File: src/rtl/turn_scheduler.sv
// turn_scheduler: two-player turn controller for the 2x4 board cursor.
// Hands the shared cursor to one player at a time, records cell claims and
// scores, and declares the winner once all eight cells are taken.
// Optional feature: define TURN_TIMEOUT_EN to build the per-turn timer
// (tick decrements time_left; reaching zero forfeits the turn). Without it,
// tick is ignored and time_left stays at TURN_TIME.
module turn_scheduler #(
  parameter int TURN_TIME = 9,
  parameter int TIMER_W   = 4
) (
  input  logic               clock,
  input  logic               reset,
  input  logic               start,
  input  logic               tick,
  input  logic               confirm,
  input  logic [2:0]         area,
  output logic               area_en,
  output logic               finish,
  output logic               player,
  output logic [7:0]         owner0,
  output logic [7:0]         owner1,
  output logic [3:0]         score0,
  output logic [3:0]         score1,
  output logic [TIMER_W-1:0] time_left,
  output logic               err,
  output logic [1:0]         winner
);

  typedef enum logic [1:0] {
    ST_IDLE = 2'd0,
    ST_TURN = 2'd1,
    ST_SWAP = 2'd2,
    ST_DONE = 2'd3
  } state_t;

  localparam logic [TIMER_W-1:0] RELOAD = TIMER_W'(TURN_TIME);

  // Winner code from final scores: 01 player 0, 10 player 1, 11 tie.
  function automatic logic [1:0] winner_of(input logic [3:0] s0, input logic [3:0] s1);
    logic [1:0] w;
    if (s0 > s1) begin
      w = 2'b01;
    end else if (s1 > s0) begin
      w = 2'b10;
    end else begin
      w = 2'b11;
    end
    return w;
  endfunction

  state_t             state_r, state_s;
  logic               player_r, player_s;
  logic [7:0]         owner0_r, owner0_s;
  logic [7:0]         owner1_r, owner1_s;
  logic [3:0]         score0_r, score0_s;
  logic [3:0]         score1_r, score1_s;
  logic [TIMER_W-1:0] time_left_r, time_left_s;
  logic               err_r, err_s;
  logic [1:0]         winner_r, winner_s;
  logic               area_en_r, area_en_s;
  logic               finish_r, finish_s;
  logic               cprev_r;
  logic               press_s;
  logic [7:0]         cell_mask_s;
  logic               occupied_s;

`ifndef TURN_TIMEOUT_EN
  // Without the timer the tick input has no consumer.
  logic unused_tick_s;
  assign unused_tick_s = tick;
`endif

  // A press is the falling edge of the active-low button; holding it yields one press.
  assign press_s     = ~confirm & cprev_r;
  assign cell_mask_s = 8'h01 << area;
  assign occupied_s  = |((owner0_r | owner1_r) & cell_mask_s);

  // Next-state and next-output computation for the turn FSM.
  always_comb begin
    state_s     = state_r;
    player_s    = player_r;
    owner0_s    = owner0_r;
    owner1_s    = owner1_r;
    score0_s    = score0_r;
    score1_s    = score1_r;
    time_left_s = time_left_r;
    err_s       = 1'b0;

    case (state_r)
      ST_IDLE: begin
        if (start) begin
          state_s     = ST_TURN;
          player_s    = 1'b0;
          time_left_s = RELOAD;
        end else begin
          state_s = ST_IDLE;
        end
      end
      ST_TURN: begin
        if (press_s) begin
          // A press wins over a coincident tick: the timer is left alone.
          if (occupied_s) begin
            err_s = 1'b1;
          end else if (player_r == 1'b0) begin
            owner0_s = owner0_r | cell_mask_s;
            score0_s = score0_r + 4'd1;
            state_s  = ST_SWAP;
          end else begin
            owner1_s = owner1_r | cell_mask_s;
            score1_s = score1_r + 4'd1;
            state_s  = ST_SWAP;
          end
        end else begin
`ifdef TURN_TIMEOUT_EN
          if (tick) begin
            time_left_s = time_left_r - {{(TIMER_W-1){1'b0}}, 1'b1};
            if (time_left_r == {{(TIMER_W-1){1'b0}}, 1'b1}) begin
              state_s = ST_SWAP;
            end else begin
              state_s = ST_TURN;
            end
          end else begin
            state_s = ST_TURN;
          end
`else
          state_s = ST_TURN;
`endif
        end
      end
      ST_SWAP: begin
        if ((owner0_r | owner1_r) == 8'hFF) begin
          state_s = ST_DONE;
        end else begin
          player_s    = ~player_r;
          time_left_s = RELOAD;
          state_s     = ST_TURN;
        end
      end
      ST_DONE: begin
        state_s = ST_DONE;
      end
      default: begin
        state_s = ST_IDLE;
      end
    endcase

    // Outputs are decoded from the next state so they leave the flops aligned with it.
    area_en_s = (state_s == ST_TURN);
    finish_s  = (state_s == ST_DONE);
    if (state_s == ST_DONE) begin
      winner_s = winner_of(score0_s, score1_s);
    end else begin
      winner_s = 2'b00;
    end
  end

  // State and registered-output update with synchronous active-low reset.
  always_ff @(posedge clock) begin
    if (!reset) begin
      state_r     <= ST_IDLE;
      player_r    <= 1'b0;
      owner0_r    <= 8'h00;
      owner1_r    <= 8'h00;
      score0_r    <= 4'd0;
      score1_r    <= 4'd0;
      time_left_r <= RELOAD;
      err_r       <= 1'b0;
      winner_r    <= 2'b00;
      area_en_r   <= 1'b0;
      finish_r    <= 1'b0;
      cprev_r     <= 1'b1;
    end else begin
      state_r     <= state_s;
      player_r    <= player_s;
      owner0_r    <= owner0_s;
      owner1_r    <= owner1_s;
      score0_r    <= score0_s;
      score1_r    <= score1_s;
      time_left_r <= time_left_s;
      err_r       <= err_s;
      winner_r    <= winner_s;
      area_en_r   <= area_en_s;
      finish_r    <= finish_s;
      cprev_r     <= confirm;
    end
  end

  assign area_en   = area_en_r;
  assign finish    = finish_r;
  assign player    = player_r;
  assign owner0    = owner0_r;
  assign owner1    = owner1_r;
  assign score0    = score0_r;
  assign score1    = score1_r;
  assign time_left = time_left_r;
  assign err       = err_r;
  assign winner    = winner_r;

endmodule

File: config.mk
export PLATFORM = sky130hd
export DESIGN_NAME = turn_scheduler
export DESIGN_NICKNAME = d
export VERILOG_FILES = /design/src/rtl/turn_scheduler.sv
export SDC_FILE = /design/constraint.sdc
export NUM_CORES = 1
export LEC_CHECK = 0
export CORE_MARGIN = 5
export CORE_UTILIZATION = 40
export DETAILED_ROUTE_END_ITERATION = 8
export PLACE_DENSITY = 0.67
export SYNTH_ARGS = -nofsm -noshare
export SYNTH_HDL_FRONTEND = slang
export SYNTH_SLANG_ARGS = --single-unit
File: constraint.sdc
create_clock -name clock -period 4.4 [get_ports clock]
set_input_delay 0.88 -clock clock [delete_from_list [all_inputs] [get_ports clock]]
set_output_delay 0.88 -clock clock [all_outputs]
set_load 0.02 [all_outputs]
==> Word-level counts from Yosys, hierarchy flattened <==
Index checks and enable logic that the tools add are counted.
{ "word_totals": {"ff_bits": 37, "input_bits": 8, "word_cells": 67} }
{ "op_classes": {"addsub": 2, "order_cmp": 2, "eq_ne": 8, "shifts": 1, "mux": 22, "bitwise": 10, "reduce_logical": 9} }
{ "op_table": {"columns": ["op", "n"], "rows": [
  ["two-way mux 4 bit", 10],
  ["bitwise OR 8 bit", 3],
  ["adder 4 x 1 -> 4 bit, second input constant", 2],
  ["bitwise AND 8 bit", 1],
  ["equality test 8 bit, second input constant", 1],
  ["> comparator 4 bit", 2],
  ["case mux 2 bit (4 select lines)", 1],
  ["case mux 4 bit (2 select lines)", 1],
  ["AND reduction 4 bit", 2],
  ["OR reduction 8 bit", 1],
  ["left shift 1 x 3 -> 8 bit, first input constant", 1],
  ["equality test 2 bit, second input constant", 3],
  ["two-way mux 1 bit", 6],
  ["two-way mux 2 bit", 3],
  ["AND reduction 3 bit", 2],
  ["inverter 1 bit", 5],
  ["equality test 2 x 1 -> 1 bit, second input constant", 2],
  ["inequality test 2 bit, second input constant", 2],
  ["OR reduction 3 bit", 1],
  ["zero test 2 bit", 1],
  ["case mux 1 bit (2 select lines)", 1],
  ["AND reduction 2 bit", 1],
  ["nonzero test 2 bit", 1],
  ["bitwise AND 1 bit", 1]
]} }

==> Logic depth before layout (Yosys ltp) <==
Gate-level depths: netlist (run 1).
{ "logic_depth": {"word_depth": 9, "depth_mapped": 14, "mapped_depth_nobuf": 11} }

==> Worst setup path after synthesis (run 1) <==
OpenSTA, ideal clock, no wires.
{ "synth_timing": {"path_kind": "input to register", "start": "input port area[2]", "end": "register winner_r[1], in the netlist winner[1]", "setup_time_ps": 137, "t_arrival_ps": 3550, "t_required_ps": 4263, "setup_slack_ps": 713, "stages": 13, "n_path_buf": 2, "path_cell_list": "buf_2 -> nor3b_1 -> a22o_1 -> or4_1 -> buf_2 -> nor2_2 -> mux2_2 -> ha_1 -> nor2b_1 -> o21ai_0 -> nand2b_1 -> a21o_1 -> nor3b_1"} }
{ "synth_via": {"elab_cells_between_ends": 16} }
{ "synth_lines": {"columns": ["element", "line", "source"], "rows": [
  ["from (decl)", "16", "input logic [2:0] area,"],
  ["left shift 1 x 3 -> 8 bit", "75", "assign cell_mask_s = 8'h01 << area;"],
  ["bitwise AND 8 bit", "76", "assign occupied_s = |((owner0_r | owner1_r) & cell_mask_s);"],
  ["OR reduction 8 bit", "76", null],
  ["two-way mux 4 bit", "102", "if (occupied_s) begin"],
  ["two-way mux 4 bit", "100", "if (press_s) begin"],
  ["two-way mux 4 bit", "89", "case (state_r)"],
  ["named net score1_s[1]", "56", "logic [3:0] score1_r, score1_s;"],
  ["> comparator 4 bit", "41", "if (s0 > s1) begin"],
  ["OR reduction 3 bit (no source line)", null, null],
  ["to (signal assigned)", "181", "winner_r <= winner_s;"],
  ["to (decl)", "59", "logic [1:0] winner_r, winner_s;"]
]} }
The timed path passes the listed nets, and every way through them passes these cells.
A chain may end at the register's enable or synchronous reset.

==> Worst setup path after layout (run 1) <==
{ "layout_timing": {"start": "input port area[2]", "end": "register winner_r[1], in the netlist winner[1]"} }
{ "layout_via": {"elab_chain_len": 9, "elab_cells_between_ends": 16} }
{ "layout_rtl": {"columns": ["element", "line"], "rows": [
  ["left shift 1 x 3 -> 8 bit *", "75"],
  ["bitwise AND 8 bit *", "76"],
  ["OR reduction 8 bit *", "76"],
  ["parallel branches: the longest is 5 deep, another holds > comparator 4 bit", null],
  ["OR reduction 3 bit (no source line) *", null]
]} }
Mark *: on every way between the ends.

==> impl_results.md, run 1 <==
- Status: completed
- Core footprint: 0.00400 mm2
- Die Wd: 74.4 um
- Die H: 74.4 um
- Sw power: 160 uW
- Critical Path RT: 4.55 ns
- Clk pwr share: 38.1%
- P per Cell Area: 280 mW/mm2
- Worst EP arrival: 4.11 ns
- Max-cap violations: 0
- Sw Share: 26.6%
- Wire per inst: 13.3 um
- Clock Sinks: 33
- Post-synth EDFFs: 0
- Die area: 0.00554 mm2
- TritonRoute pass-1 iters: 4
- Asr flop ratio synth: 0%
- CTS tree: done
- Critical Path End Type: flip-flop
- Syn. warnings: 0
- Max Fanout on Critical Path: 9
- Met2 GRT Util: 23.0%
- Busiest grt layer: met2
- Ys flop type: dfxtp_1
- DR DRC count: 0
- Starting density of the core: 41.5%
- Sequential share of power: 51.4%
- Part of the cycle the worst path needs: 90.1%
- Vias: 1,392
- Clk slew on worst S/H paths: 0.08 ns
- Final setup viols: 0
- Final wirelength: 3640 um
- Max rail drop VDD: 0.162 mV
- Commonest cells after routing, fill and taps aside: clkdlybuf4s50_1, dfxtp_1, nand2_1
- Max transition margin: 60.7%
- Setup crit start kind: input pin
- Internal: 442 uW
- Slew of the pin with the lowest slew margin: 0.586 ns
- Period minus WS final: 3.96 ns
- Resized Gates After CTS: 0
- Final GP Congestion: 0.827
- Clk_lat worst skew: 0.29 ns
- # rows: 23
- Cts-stage hold buffer count: 0
- DR vias/cell: 5.10
- Port Buffers: 36
- H-tree Lvls: 2
- RSZ-0062 raised after global routing: no
- Fin worst setup slack: 0.437 ns
- Final Core Density: 53.8%
- Global route overflow: 0
- Register area share after synthesis: 39.8%
- Met3 GRT Util: 3.11%
- Post-place instance area: 0.00206 mm2
- Initial antenna violation count: 0
- # Post-CTS Setup Buffers: 0
- Vias in the first global route: 1,323
- Num CTS Buffers: 5
- Commonest non-fill, non-tap cell in the layout: clkdlybuf4s50_1
- Post-synth cell types: 43
- Nets: 236
- Combinational share of power: 10.5%
- Pre-CTS setup slack: 0.135 ns
- Fmax: 252 MHz
- Min-Delay Path Class: flip-flop to flip-flop
- Met1 Track Usage GR: 19.2%
- I/O pins: 42
- Initial drt markers: 59
- GRT Util Overall: 14.6%
- Global-route wire length before repair: 6200 um
- Final Skew: 0.0101 ns
- CTS root buffer: clkbuf_8
- Number of diodes: 0
- WS Path Type: input pin to flip-flop
- Area delta synth->final: 29.7%
- Final antenna-violating net count: 0
- Yosys reg bits: 33
- Clk buf depth: 2
- Post-DP HPWL: 2680 um
- Mapped Cells: 185
- Syn avg cell area: 8.97 um2
- LEAKAGE: 0.788 nW
- Post-route cell area: 0.00215 mm2
- Setup TNS Final: 0 ns
- Mapped Area: 0.00166 mm2
- Final max-slew violation count: 0
- Pin count of the biggest net entering global routing: 39
- Layout cell share with drive strength beyond 1: 11.2%
- Final Hold Vio Count: 0
-- stage by stage --
step	power (mW)	hold WS, ns	instances
after floorplan	0.360	0.506	187
after global placement	0.380	0.460	265
after detailed placement	0.380	0.461	265
after CTS	0.612	0.472	273
after global routing	0.632	0.493	273
final	0.602	0.463	273
-- power by group through the flow --
stage	combinational, mW	clock (mW)	sequential, mW
final	0.0634	0.229	0.309
after global routing	0.0709	0.250	0.310
after CTS	0.0642	0.238	0.309
after detailed placement	0.0639	0	0.316
after global placement	0.0633	0	0.316
after floorplan	0.0418	0	0.318
-- layout make-up --
class	count	area, um2
clock buffers	5	68.8
clock inverters	3	22.5
fillers	403	1850
inverters	3	11.3
multi-input cells	136	915
flip-flops and latches	33	661
well taps	50	62.6
repair buffers	43	413
-- critical path, cell delays in order --
cell and delay, ns:
clkdlybuf4s50_1 0.56, nor3b_1 0.23, a22o_1 0.24, or4_1 0.67, or3_1 0.43, mux2i_1 0.14, ha_1 0.31, nor2b_1 0.13
o21ai_0 0.14, nand2b_1 0.07, a21o_1 0.18, nor3b_1 0.13
-- flip-flops by register name, indices dropped and copies added, names as in the netlist --
| name | flops |
|---|---|
| owner0 | 8 |
| owner1 | 8 |
| score0 | 4 |
| score1 | 4 |
| state_r | 2 |
| winner | 2 |
| area_en | 1 |
| cprev_r | 1 |
| err | 1 |
| finish | 1 |
| player | 1 |
-- logic make-up (layout without fill, tap and decap cells) --
family / after synthesis / count (layout) / synth area share, %
and+or+nand+nor: 79 / 79 / 27.4
AOI/OAI and AO/OA: 31 / 31 / 13.0
DFF: 33 / 33 / 39.8
xor gates and xnor gates: 6 / 6 / 3.17
adders and majority gates: 6 / 6 / 4.52
other: 2 / 4 / 0.452
buffers and inverters: 18 / 54 / 5.58
muxes: 10 / 10 / 6.10
-- synth_stat cells, types with 2 or more instances --
cell type / count / area (um2)
a211oi_1: 2 / 15.0
a21oi_1: 3 / 15.0
a22o_1: 9 / 78.8
and3_1: 2 / 12.5
buf_1: 2 / 7.51
buf_2: 5 / 25.0
buf_4: 5 / 37.5
clkbuf_1: 3 / 11.3
conb_1: 2 / 7.51
dfxtp_1: 33 / 661
ha_1: 6 / 75.1
inv_1: 3 / 11.3
mux2i_1: 9 / 90.1
nand2_1: 22 / 82.6
nand2b_1: 10 / 62.6
nand3_1: 3 / 15.0
nand4_1: 3 / 18.8
nor2_1: 13 / 48.8
nor2b_1: 2 / 12.5
nor3_1: 4 / 20.0
nor3_2: 2 / 20.0
nor3b_1: 2 / 15.0
nor4_4: 2 / 42.5
o21ai_0: 4 / 20.0
o21ai_1: 4 / 20.0
o22ai_1: 2 / 12.5
o31ai_1: 4 / 30.0
o32ai_1: 2 / 17.5
or2_2: 2 / 12.5
or3_1: 2 / 12.5
or3b_2: 2 / 17.5
xnor2_1: 4 / 35.0
xor2_1: 2 / 17.5
-- metal layers --
layer	up-vias	part of all wire (%)
met1	637	48
met4	0	1.9
met3	7	4.0
met2	29	46
li1	719	-
met5	-	0
-- final timing paths --
kind                                from                      to  slack, ns  cells after the start
hold / removal    owner0[7]$_SDFFE_PN0P_  owner0[7]$_SDFFE_PN0P_       0.46                      2
hold reg to reg   owner0[7]$_SDFFE_PN0P_  owner0[7]$_SDFFE_PN0P_       0.46                      2
setup reg to reg  owner1[0]$_SDFFE_PN0P_    winner[1]$_SDFF_PP0_       1.25                     11
setup / recovery                 area[2]    winner[1]$_SDFF_PP0_       0.44                     12
No activity file was read; power rests on OpenSTA's default activity.
==> run 2: changes to the inputs <==
- CORE_ASPECT_RATIO: not set -> 1.75
- GPL_TIMING_DRIVEN: not set -> 0
==> impl_results.md, run 2 (same netlist as run 1, synthesis figures left out) <==
- H-tree Lvls: 2
- Wire per inst: 14.2 um
- Register area: 661 um2
- Max transition margin: 56.0%
- I/O pins: 42
- TritonRoute pass-1 iters: 4
- Nets: 241
- CP startpoint: confirm
- Port Buffers: 33
- Final antenna-violating net count: 0
- DR DRC count: 0
- Pin count of the biggest net entering global routing: 11
- Post-DP HPWL: 3000 um
- Setup TNS Final: 0 ns
- Multi-input logic area: 915 um2
- Clk_lat worst skew: 0.28 ns
- Final GP Congestion: 0.793
- Clk buf depth: 2
- Clk slew on worst S/H paths: 0.06 ns
- Final max-slew violation count: 0
- FILL cells: 411
- Max Fanout on Critical Path: 8
- Status: completed
- Final Skew: 0.00744 ns
- Cts-stage hold buffer count: 0
- P per Cell Area: 307 mW/mm2
- Slew of the pin with the lowest slew margin: 0.651 ns
- DR vias/cell: 5.22
- GRT Util Overall: 15.3%
- Critical Path End Type: flip-flop
- Clock Sinks: 33
- Max rail drop VDD: 0.201 mV
- Area delta synth->final: 31.0%
- # rows: 31
- Global-route wire length before repair: 6510 um
- Part of the cycle the worst path needs: 90.4%
- Max-cap violations: 0
- RSZ-0062 raised after global routing: no
- CTS root buffer: clkbuf_8
- Core footprint: 0.00407 mm2
- Setup crit start kind: input pin
- Layout cell share with drive strength beyond 1: 11.8%
- Num CTS Buffers: 5
- Initial antenna violation count: 0
- Final setup viols: 0
- WHS: 0.464 ns
- Final wirelength: 3950 um
- # Post-CTS Setup Buffers: 0
- Period minus WS final: 3.98 ns
- Critical register-to-register path startpoint: owner1[0]$_SDFFE_PN0P_
- Number of diodes: 0
- Resized Gates After CTS: 0
- CTS tree: done
- Vias in the first global route: 1,439
- Vias: 1,445
- Hold path start: owner0[6]$_SDFFE_PN0P_
- Commonest cells after routing, fill and taps aside: dfxtp_1, clkdlybuf4s50_1, nand2_1
- Worst EP arrival: 4.16 ns
- Die H: 95.2 um
- Initial drt markers: 23
- LEAKAGE: 0.815 nW
- Fmax: 251 MHz
- Min-Delay Path Class: flip-flop to flip-flop
- Global route overflow: 0
- WS Path Type: input pin to flip-flop
- Die Wd: 58.7 um
- Final Hold Vio Count: 0
- Critical Path RT: 4.58 ns
- Starting density of the core: 40.8%
- Die area: 0.00559 mm2
[run 2: power breakdown]
part / switching [mW] / internal, mW
Clock: 0.108 / 0.185
Sequential: 0.00463 / 0.304
Combinational: 0.0394 / 0.0270
Total: 0.152 / 0.515
[run 2: worst paths after layout]
path                                               end  slack (ns)  depth (start not counted)
worst min register to register  owner0[6]$_SDFFE_PN0P_        0.46                          2
worst max-delay path              winner[0]$_SDFF_PN0_        0.42                         11
worst max register to register    winner[0]$_SDFF_PN0_        0.94                         12
worst min-delay path            owner0[6]$_SDFFE_PN0P_        0.46                          2
[run 2: worst max-delay path, stage by stage]
cell	delay, ns
clkdlybuf4s50_1	0.45
nor4bb_1	0.61
nand2_1	0.29
nor2_2	0.44
mux2_2	0.41
ha_1	0.29
nor2b_1	0.13
o21ai_0	0.16
nand2b_1	0.08
a21o_1	0.20
a211oi_1	0.22
[run 2: final cells by class]
cell class	instances	area share, %
Tap cell	49	2.82
Timing Repair Buffer	33	15.2
Clock inverter	1	1.38
Sequential cell	33	30.4
Clock buffer	7	3.97
Inverter	3	0.518
Multi-Input combinational cell	136	42.0
Buffer	15	3.74
[run 2: stage by stage]
step	instances	area (um2)	utilization, %	setup slack, ns	power (mW)
CTS	277	2180	53.4	0.422	0.674
finish	277	2180	53.4	0.423	0.667
global route	277	2180	53.4	0.190	0.694
global placement	269	2060	50.6	0.199	0.381
detailed placement	269	2060	50.6	0.143	0.382
floorplan	187	1670	-	0.713	0.360
[run 2: per-layer routing]
metal,track usage (%),routed length (um)
met1,16.7,1570
met2,27.9,2120
met3,3.12,173
met4,6.62,81
met5,0,0
==> run 3: changes to the inputs <==
- SLEW_MARGIN: not set -> 10
==> results of run 3 <==
No change in the layout: final DEF, timing and power equal those of run 2.
